===== config.mk =====
export PLATFORM = sky130hd
export DESIGN_NAME = uart_echo_top
export DESIGN_NICKNAME = d
export VERILOG_FILES = /design/src/rtl/uart_echo_top.sv
export SDC_FILE = /design/constraint.sdc
export NUM_CORES = 1
export LEC_CHECK = 0
export BUFFER_PORTS_ARGS = -buffer_cell sky130_fd_sc_hd__buf_2
export CAP_MARGIN = 30
export CORE_MARGIN = 5
export CORE_UTILIZATION = 50
export DETAILED_ROUTE_END_ITERATION = 10
export PLACE_DENSITY = 0.74
export SYNTH_ARGS = -nofsm -noshare
export SYNTH_HDL_FRONTEND = slang
export SYNTH_SLANG_ARGS = --single-unit
export TNS_END_PERCENT = 50

===== constraint.sdc =====
create_clock -name clk -period 2.6 [get_ports clk]
set_input_delay 0.65 -clock clk [delete_from_list [all_inputs] [get_ports clk]]
set_output_delay 0.65 -clock clk [all_outputs]
set_load 0.01 [all_outputs]

===== src/rtl/uart_echo_top.sv =====
// UART 8N1 loopback: receive bytes, latch the last good one on LED_Out,
// and retransmit each good byte with a one-entry pending buffer.
module uart_echo_top #(
  parameter int CLK_FREQ     = 50000000,
  parameter int BAUD         = 9600,
  parameter int CLKS_PER_BIT = CLK_FREQ / BAUD
) (
  input  logic       clk,
  input  logic       RSTn,
  input  logic       RX_Pin_In,
  output logic       TX_Pin_Out,
  output logic [7:0] LED_Out
);

  localparam int CW = $clog2(CLKS_PER_BIT + 1);
  localparam logic [CW-1:0] BIT_LAST  = CW'(CLKS_PER_BIT - 1);
  localparam logic [CW-1:0] HALF_LAST = CW'(CLKS_PER_BIT / 2 - 1);

  localparam logic [2:0] RX_IDLE  = 3'd0;
  localparam logic [2:0] RX_START = 3'd1;
  localparam logic [2:0] RX_DATA  = 3'd2;
  localparam logic [2:0] RX_STOP  = 3'd3;
  localparam logic [2:0] RX_WAIT  = 3'd4;

  localparam logic [1:0] TX_IDLE  = 2'd0;
  localparam logic [1:0] TX_START = 2'd1;
  localparam logic [1:0] TX_DATA  = 2'd2;
  localparam logic [1:0] TX_STOP  = 2'd3;

  logic          rx_s1_q, rx_s2_q, rx_prev_q;
  logic [2:0]    rx_st_q, rx_st_d;
  logic [CW-1:0] rx_cnt_q, rx_cnt_d;
  logic [2:0]    rx_idx_q, rx_idx_d;
  logic [7:0]    rx_sh_q, rx_sh_d;
  logic [7:0]    rx_data_q, rx_data_d;
  logic          rx_done_q, rx_done_d;
  logic          rx_fall;

  logic [1:0]    tx_st_q, tx_st_d;
  logic [CW-1:0] tx_cnt_q, tx_cnt_d;
  logic [2:0]    tx_idx_q, tx_idx_d;
  logic [7:0]    tx_sh_q, tx_sh_d;
  logic          tx_q, tx_d;
  logic          tx_done_q, tx_done_d;
  logic          tx_free, launch;
  logic [7:0]    launch_byte;

  logic          pend_q, pend_d;
  logic [7:0]    pend_data_q, pend_data_d;
  logic [7:0]    led_q, led_d;

  assign rx_fall = rx_prev_q & ~rx_s2_q;

  always_ff @(posedge clk) begin
    if (RSTn) begin
      rx_s1_q   <= 1'b1;
      rx_s2_q   <= 1'b1;
      rx_prev_q <= 1'b1;
    end else begin
      rx_s1_q   <= RX_Pin_In;
      rx_s2_q   <= rx_s1_q;
      rx_prev_q <= rx_s2_q;
    end
  end

  always_comb begin
    rx_st_d   = rx_st_q;
    rx_cnt_d  = rx_cnt_q;
    rx_idx_d  = rx_idx_q;
    rx_sh_d   = rx_sh_q;
    rx_data_d = rx_data_q;
    rx_done_d = 1'b0;
    unique case (rx_st_q)
      RX_IDLE: begin
        if (rx_fall) begin
          rx_cnt_d = '0;
          rx_st_d  = RX_START;
        end
      end
      RX_START: begin
        if (rx_cnt_q == HALF_LAST) begin
          rx_cnt_d = '0;
          rx_idx_d = '0;
          rx_st_d  = rx_s2_q ? RX_IDLE : RX_DATA;
        end else begin
          rx_cnt_d = rx_cnt_q + 1'b1;
        end
      end
      RX_DATA: begin
        if (rx_cnt_q == BIT_LAST) begin
          rx_cnt_d = '0;
          rx_sh_d  = {rx_s2_q, rx_sh_q[7:1]};
          rx_idx_d = rx_idx_q + 3'd1;
          if (rx_idx_q == 3'd7) rx_st_d = RX_STOP;
        end else begin
          rx_cnt_d = rx_cnt_q + 1'b1;
        end
      end
      RX_STOP: begin
        if (rx_cnt_q == BIT_LAST) begin
          rx_cnt_d = '0;
          if (rx_s2_q) begin
            rx_data_d = rx_sh_q;
            rx_done_d = 1'b1;
            rx_st_d   = RX_IDLE;
          end else begin
            rx_st_d = RX_WAIT;
          end
        end else begin
          rx_cnt_d = rx_cnt_q + 1'b1;
        end
      end
      RX_WAIT: begin
        // framing error: hold off until the line idles again
        if (rx_s2_q) rx_st_d = RX_IDLE;
      end
      default: rx_st_d = RX_IDLE;
    endcase
  end

  always_ff @(posedge clk) begin
    if (RSTn) begin
      rx_st_q   <= RX_IDLE;
      rx_cnt_q  <= '0;
      rx_idx_q  <= '0;
      rx_sh_q   <= '0;
      rx_data_q <= '0;
      rx_done_q <= 1'b0;
    end else begin
      rx_st_q   <= rx_st_d;
      rx_cnt_q  <= rx_cnt_d;
      rx_idx_q  <= rx_idx_d;
      rx_sh_q   <= rx_sh_d;
      rx_data_q <= rx_data_d;
      rx_done_q <= rx_done_d;
    end
  end

  // a fresh byte wins over an older pending one
  assign tx_free     = (tx_st_q == TX_IDLE) | tx_done_q;
  assign launch      = tx_free & (rx_done_q | pend_q);
  assign launch_byte = rx_done_q ? rx_data_q : pend_data_q;

  always_comb begin
    pend_d      = pend_q;
    pend_data_d = pend_data_q;
    led_d       = rx_done_q ? rx_data_q : led_q;
    if (rx_done_q && !tx_free) begin
      pend_d      = 1'b1;
      pend_data_d = rx_data_q;
    end else if (launch) begin
      pend_d = 1'b0;
    end
  end

  always_comb begin
    tx_st_d   = tx_st_q;
    tx_cnt_d  = tx_cnt_q;
    tx_idx_d  = tx_idx_q;
    tx_sh_d   = tx_sh_q;
    tx_d      = tx_q;
    tx_done_d = 1'b0;
    unique case (tx_st_q)
      TX_IDLE: begin
        tx_d = 1'b1;
        if (launch) begin
          tx_sh_d  = launch_byte;
          tx_d     = 1'b0;
          tx_cnt_d = '0;
          tx_st_d  = TX_START;
        end
      end
      TX_START: begin
        if (tx_cnt_q == BIT_LAST) begin
          tx_cnt_d = '0;
          tx_idx_d = '0;
          tx_d     = tx_sh_q[0];
          tx_st_d  = TX_DATA;
        end else begin
          tx_cnt_d = tx_cnt_q + 1'b1;
        end
      end
      TX_DATA: begin
        if (tx_cnt_q == BIT_LAST) begin
          tx_cnt_d = '0;
          if (tx_idx_q == 3'd7) begin
            tx_d    = 1'b1;
            tx_st_d = TX_STOP;
          end else begin
            tx_d     = tx_sh_q[1];
            tx_sh_d  = {1'b0, tx_sh_q[7:1]};
            tx_idx_d = tx_idx_q + 3'd1;
          end
        end else begin
          tx_cnt_d = tx_cnt_q + 1'b1;
        end
      end
      TX_STOP: begin
        if (tx_cnt_q == BIT_LAST) begin
          tx_cnt_d  = '0;
          tx_done_d = 1'b1;
          tx_st_d   = TX_IDLE;
        end else begin
          tx_cnt_d = tx_cnt_q + 1'b1;
        end
      end
      default: tx_st_d = TX_IDLE;
    endcase
  end

  always_ff @(posedge clk) begin
    if (RSTn) begin
      tx_st_q     <= TX_IDLE;
      tx_cnt_q    <= '0;
      tx_idx_q    <= '0;
      tx_sh_q     <= '0;
      tx_q        <= 1'b1;
      tx_done_q   <= 1'b0;
      pend_q      <= 1'b0;
      pend_data_q <= '0;
      led_q       <= '0;
    end else begin
      tx_st_q     <= tx_st_d;
      tx_cnt_q    <= tx_cnt_d;
      tx_idx_q    <= tx_idx_d;
      tx_sh_q     <= tx_sh_d;
      tx_q        <= tx_d;
      tx_done_q   <= tx_done_d;
      pend_q      <= pend_d;
      pend_data_q <= pend_data_d;
      led_q       <= led_d;
    end
  end

  assign TX_Pin_Out = tx_q;
  assign LED_Out    = led_q;

endmodule


-- Yosys cells after proc, flatten, opt, wreduce, memory -nomap -nowiden
Cells that the tools add are included.
- flip-flop bits (word level): 84
- bits of input ports: 3
- output and inout bits: 9
- logic and storage cells: 120
- add/subtract/negate cells: 4
- equal/unequal tests: 24
- mux-type cells: 43
- bitwise operators: 8
- reduce and logical (&&, ||, !) cells: 23
- operators with widths (operator ; count):
    $mux W13 ; 5
    $pmux W13 S3 ; 1
    $mux W3 ; 12
    $mux W8 ; 4
    $add A13 B1 Y13 const B ; 2
    $eq A13 B13 Y1 const B ; 2
    $pmux W13 S2 ; 1
    $ne A2 B2 Y1 const B ; 12
    $pmux W8 S2 ; 1
    $pmux W3 S5 ; 1
    $eq A13 B12 Y1 const B ; 1
    $mux W2 ; 6
    $pmux W3 S2 ; 2
    $eq A3 B3 Y1 const B ; 3
    $reduce_and A3 Y1 ; 3
    $mux W1 ; 8
    $pmux W2 S4 ; 1
    $reduce_and A4 Y1 ; 2
    $reduce_bool A2 Y1 ; 4
    $add A3 B1 Y3 const B ; 2
    $eq A3 B2 Y1 const B ; 2
    $reduce_and A6 Y1 ; 1
    $reduce_bool A3 Y1 ; 2
    $reduce_or A3 Y1 ; 2
    14 further kinds ; 22

-- Depth between registers and ports, before layout
- word-level depth: 5
- depth in mapped cells: 7
- gate-level depth less buffers: 7

-- Worst setup path before layout
No wires, ideal clock.
- kind: register to register
- start: reg rx_cnt_q[0]
- end: reg rx_cnt_q[7]
- library setup time: 0.128 ns
- arrival time: 1.865 ns
- data required time: 2.472 ns
- setup slack: 0.607 ns
- stages on the path, launching flop included: 8
- buffers on the path: 1
- clock period less this slack: 1.993 ns
- cells stage by stage: dfxtp_1 ha_1 or3b_4 nor4_4 o32ai_4 buf_6 a22oi_4 o41ai_2
- cells in the longest elaborated chain, start to end: 3
- elaborated cells between the ends (all ways): 6
- those cells by class: add/sub (1); eq/ne (2); mux (3)
- RTL lines (item ; RTL line ; text):
    start, declared ; 32 ; logic [CW-1:0] rx_cnt_q, rx_cnt_d;
    start signal, assigned ; 131 ; rx_cnt_q <= rx_cnt_d;
    $add A13 B1 Y13, or another cell as far along ; 86, 96, 110 ;
    $mux W13 (on tied branches) ; 90, 100, 81 ;
    $pmux W13 S3 * ; 73 ; unique case (rx_st_q)
Mark *: on every way between the ends. The rest lies on a longest branch, timed or not.
A chain may end at the register's enable or synchronous reset.

-- Final worst setup path
- start: reg tx_cnt_q[0]
- end: reg tx_st_q[0]
- cells in the longest elaborated chain, start to end: 3
- elaborated cells between the ends (all ways): 5
- those cells by class: eq/ne (4); reduce/logical (1)
- RTL lines (item ; RTL line ; text):
    start, declared ; 40 ; logic [CW-1:0] tx_cnt_q, tx_cnt_d;
    start signal, assigned ; 224 ; tx_cnt_q <= tx_cnt_d;
    $eq A13 B13 Y1 * ; 174, 184, 199 ;
    $ne A2 B2 Y1 (no source line) ; - ;
    $reduce_and A5 Y1 (no source line) * ; - ;
    end signal, assigned ; 223 ; tx_st_q <= tx_st_d;
    end, declared ; 39 ; logic [1:0] tx_st_q, tx_st_d;
Marks and branches as above.

==> flow_metrics.py <==
metrics = {
    "placement": {
        "placed_cells": 561,
        "portBuffers": 11,
        "dp_hpwl_um": 5508,
        "gp_congestion": 0.8073,
    },
    "timing": {
        "final_max_slew_viol_count": 0,
        "fin_tns_setup_ns": 0,
        "max_freq_mhz": 457.0,
        "hold_slack_ns": 0.4174,
        "slew_headroom_pct": 57.57,
        "hold_viol": 0,
        "finalCriticalPeriod_ns": 2.188,
        "setup_violations": 0,
        "fin_skew_ns": 0.01267,
        "worst_pin_slew_ns": 0.6364,
        "finalCritPeriodShare_pct": 84.16,
        "rsz0062_at_grt": "false",
    },
    "cells_and_area": {
        "utilization_pct": 56.07,
        "n_fill_cell": 689,
        "syn2layout_area_growth_pct": 8.194,
        "final_layout_size_suffix_gt1_share_pct": 12.00,
        "finalNonFillerCells": 577,
        "final_nets": 484,
        "antennaDiodeCount": 0,
    },
    "power": {
        "p_leak_nw": 1.581,
        "clockPowerShare_pct": 34.3,
        "worst_ir_drop_vdd_mv": 0.3951,
        "p_seq_share_pct": 49.4,
        "sw_frac_of_total_pct": 28.74,
        "p_int_mw": 1.926,
        "p_sw_mw": 0.7767,
        "power_density_nw_per_um2": 617.3,
        "p_comb_share_pct": 16.3,
    },
    "hold_path": {
        "min_path_cells": 1,
        "hp-class": "reg2reg",
    },
    "cts": {
        "cts-root-buf": "clkbuf_8",
        "cts_tree": "built",
        "cts_buffers": 9,
        "cts.sinks": 84,
        "clkTransAtPathRegs_ns": 0.09,
        "ctsResizeCount": 0,
        "cts_setup_buffers": 0,
        "h-tree-depth": 3,
        "hold_buffers": 0,
        "clk_latency_ns": 0.35,
        "cts.path.max_buffers": 2,
    },
    "synthesis": {
        "synth_area_leaders": "dfxtp_1, mux2i_1, nand2_1, a21oi_1, nor2_1",
        "syn_area_um2": 4046,
        "syn_avg_cell_area_um2": 8.721,
        "synth_edf_count": 0,
        "yosys_warnings": 0,
        "synth.largest_area_cell": "dfxtp_1",
        "yosysTopAreaCellShare_pct": 41.56,
        "post-synth-top-count-cell": "dfxtp_1",
        "synthArstFlopShare_pct": 0,
        "synth_seq_cells": 84,
        "synthFlopType": "dfxtp_1",
        "ys_seq_area_share_pct": 41.56,
        "synth.distinct_cells": 54,
        "synthCells": 464,
        "syn_nets": 478,
        "ys_top_cells_by_count": "dfxtp_1, nand2_1, nor2_1",
    },
    "floorplanning": {
        "dieWidth_um": 99.96,
        "core-area_um2": 7807,
        "io_pins": 12,
        "row_count": 32,
        "start_util_pct": 51.83,
        "die_area_um2": 9992,
        "die_height_um": 99.96,
    },
    "drt": {
        "dr.pass1.iters": 4,
        "drc": 0,
        "ant_nets": 0,
        "vias": 3313,
        "drt-initial-drc-count": 133,
        "via_per_inst": 5.742,
        "wl_per_cell_um": 13.92,
        "routed_wl_um": 8033,
    },
    "worst_setup_path": {
        "critPathTopFamily": "compound AO/OA/AOI/OAI gates",
        "ff2ff_path_depth": 6,
        "arrival_ns": 2.43,
        "worstPathMaxFanout": 9,
        "end_kind": "flop",
        "path_cells": "ha_1 -> nor4b_2 -> nand3_2 -> a21oi_1 -> o21ai_0 -> a221oi_1",
        "path_depth": 6,
        "required_ns": 2.84,
        "critPathBufInv": 0,
        "crit_end": "tx_st_q[0]",
        "criticalPathCategory": "reg2reg",
        "crit_path_top_delay_cell": "dfxtp_1",
        "r2r_slack_ns": 0.41,
        "reg2reg_to": "tx_st_q[0]",
        "r2r-start": "tx_cnt_q[0]",
        "startpoint_type": "flop",
        "startpoint": "tx_cnt_q[0]",
        "critPathMaxStageDelay_ns": 0.42,
    },
    "global_routing": {
        "antenna_found_initial": 0,
        "track_usage_pct": 17.04,
        "top_usage_layer": "met2",
        "gr-usage-met1_pct": 22.26,
        "grt_max_degree": 57,
        "overflow": 0,
        "gr-usage-met2_pct": 27.30,
        "use_met3_pct": 4.934,
        "first_global_vias": 3095,
        "grt_pass1_wl_um": 14080,
    },
    "flow_run": {
        "drv_cap": 0,
    },
    "status": {
        "status": "complete, no violations",
    },
}
[state kept, by name (all words and copies together), names as in the netlist, 2 cells and up]
register / cells
rx_cnt_q: 13
rx_sh_q: 8
tx_cnt_q: 13
tx_st_q: 2
tx_idx_q: 3
rx_data_q: 8
LED_Out: 8
tx_sh_q: 8
rx_idx_q: 3
rx_st_q: 3
pend_data_q: 8
[worst reg2reg max path, delay by kind of cell, from the launching register on]
kind | cells | cell delay [ns]
adder cells (fa/ha/maj) | 1 | 0.26
flip-flops | 1 | 0.42
AND/OR/NAND/NOR | 2 | 0.65
AO/OA/AOI/OAI | 3 | 0.73
[final cells by class]
type / count / area, um2 / area share, %
Sequential cell: 84 / 1682 / 38.41
Inverter: 10 / 37.54 / 0.8574
Clock buffer: 10 / 127.6 / 2.915
Tap cell: 102 / 127.6 / 2.915
Clock inverter: 6 / 71.32 / 1.629
Multi-Input combinational cell: 346 / 2217 / 50.64
Timing Repair Buffer: 19 / 115.1 / 2.629
[cells by family after synthesis]
| family | count (synthesis) | share of synthesized area [%] |
|---|---|---|
| flops | 84 | 41.56 |
| fa+ha+maj | 11 | 3.401 |
| mux | 35 | 8.658 |
| xor+xnor | 2 | 0.4330 |
| simple gates | 195 | 25.29 |
| buf+inv | 34 | 3.648 |
| compound gates | 103 | 17.01 |
[cell usage in the layout (no fill, tap or decap), drive strengths merged, types with 4 or more instances in the layout]
cell type and n:
nand2b 8, or2 7, inv 11, nand2 66, o21ai 21, nor2 48
nand4 8, mux2i 35, nand3 24, a31oi 9, a311oi 9, buf 19
ha 11, a22oi 8, a21oi 39, clkbuf 10, or3b 5, nor4 4
nor3 6, dfxtp 84, nand3b 4
[metrics by stage]
stage / setup slack, ns / total power [mW] / instance area [um2]
after CTS: 0.4192 / 2.732 / 4378
after global placement: 0.5112 / 1.792 / 4179
final: 0.4119 / 2.703 / 4378
after global routing: 0.1710 / 2.846 / 4378
after floorplan: 0.6074 / 1.699 / 4046
after detailed placement: 0.4462 / 1.807 / 4179
[power by group through the flow]
| stage | clock [mW] | combinational (mW) | sequential, mW |
|---|---|---|---|
| floorplan | 0 | 0.338 | 1.36 |
| global placement | 0 | 0.429 | 1.36 |
| detailed placement | 0 | 0.440 | 1.37 |
| CTS | 0.955 | 0.439 | 1.34 |
| global route | 1.02 | 0.484 | 1.34 |
| finish | 0.927 | 0.440 | 1.34 |
[metal layers]
metal  vias to the layer above  share of wire (%)  wire length, um
met1                      1564                 49             3969
met2                        60                 45             3633
li1                       1679                  -                -
met5                         -                  0                0
met4                         0                1.3              106
met3                        10                4.0              324
[worst min-delay path by stage]
stage / to / slack [ns] / from
after CTS: rx_s2_q / 0.42 / rx_s1_q
after global placement: rx_s2_q / 0.40 / rx_s1_q
after global routing: rx_s2_q / 0.44 / rx_s1_q
after detailed placement: rx_s2_q / 0.40 / rx_s1_q
final: rx_s2_q / 0.42 / rx_s1_q
after floorplan: rx_s2_q / 0.39 / rx_s1_q
(Power assumes the default switching activity.)
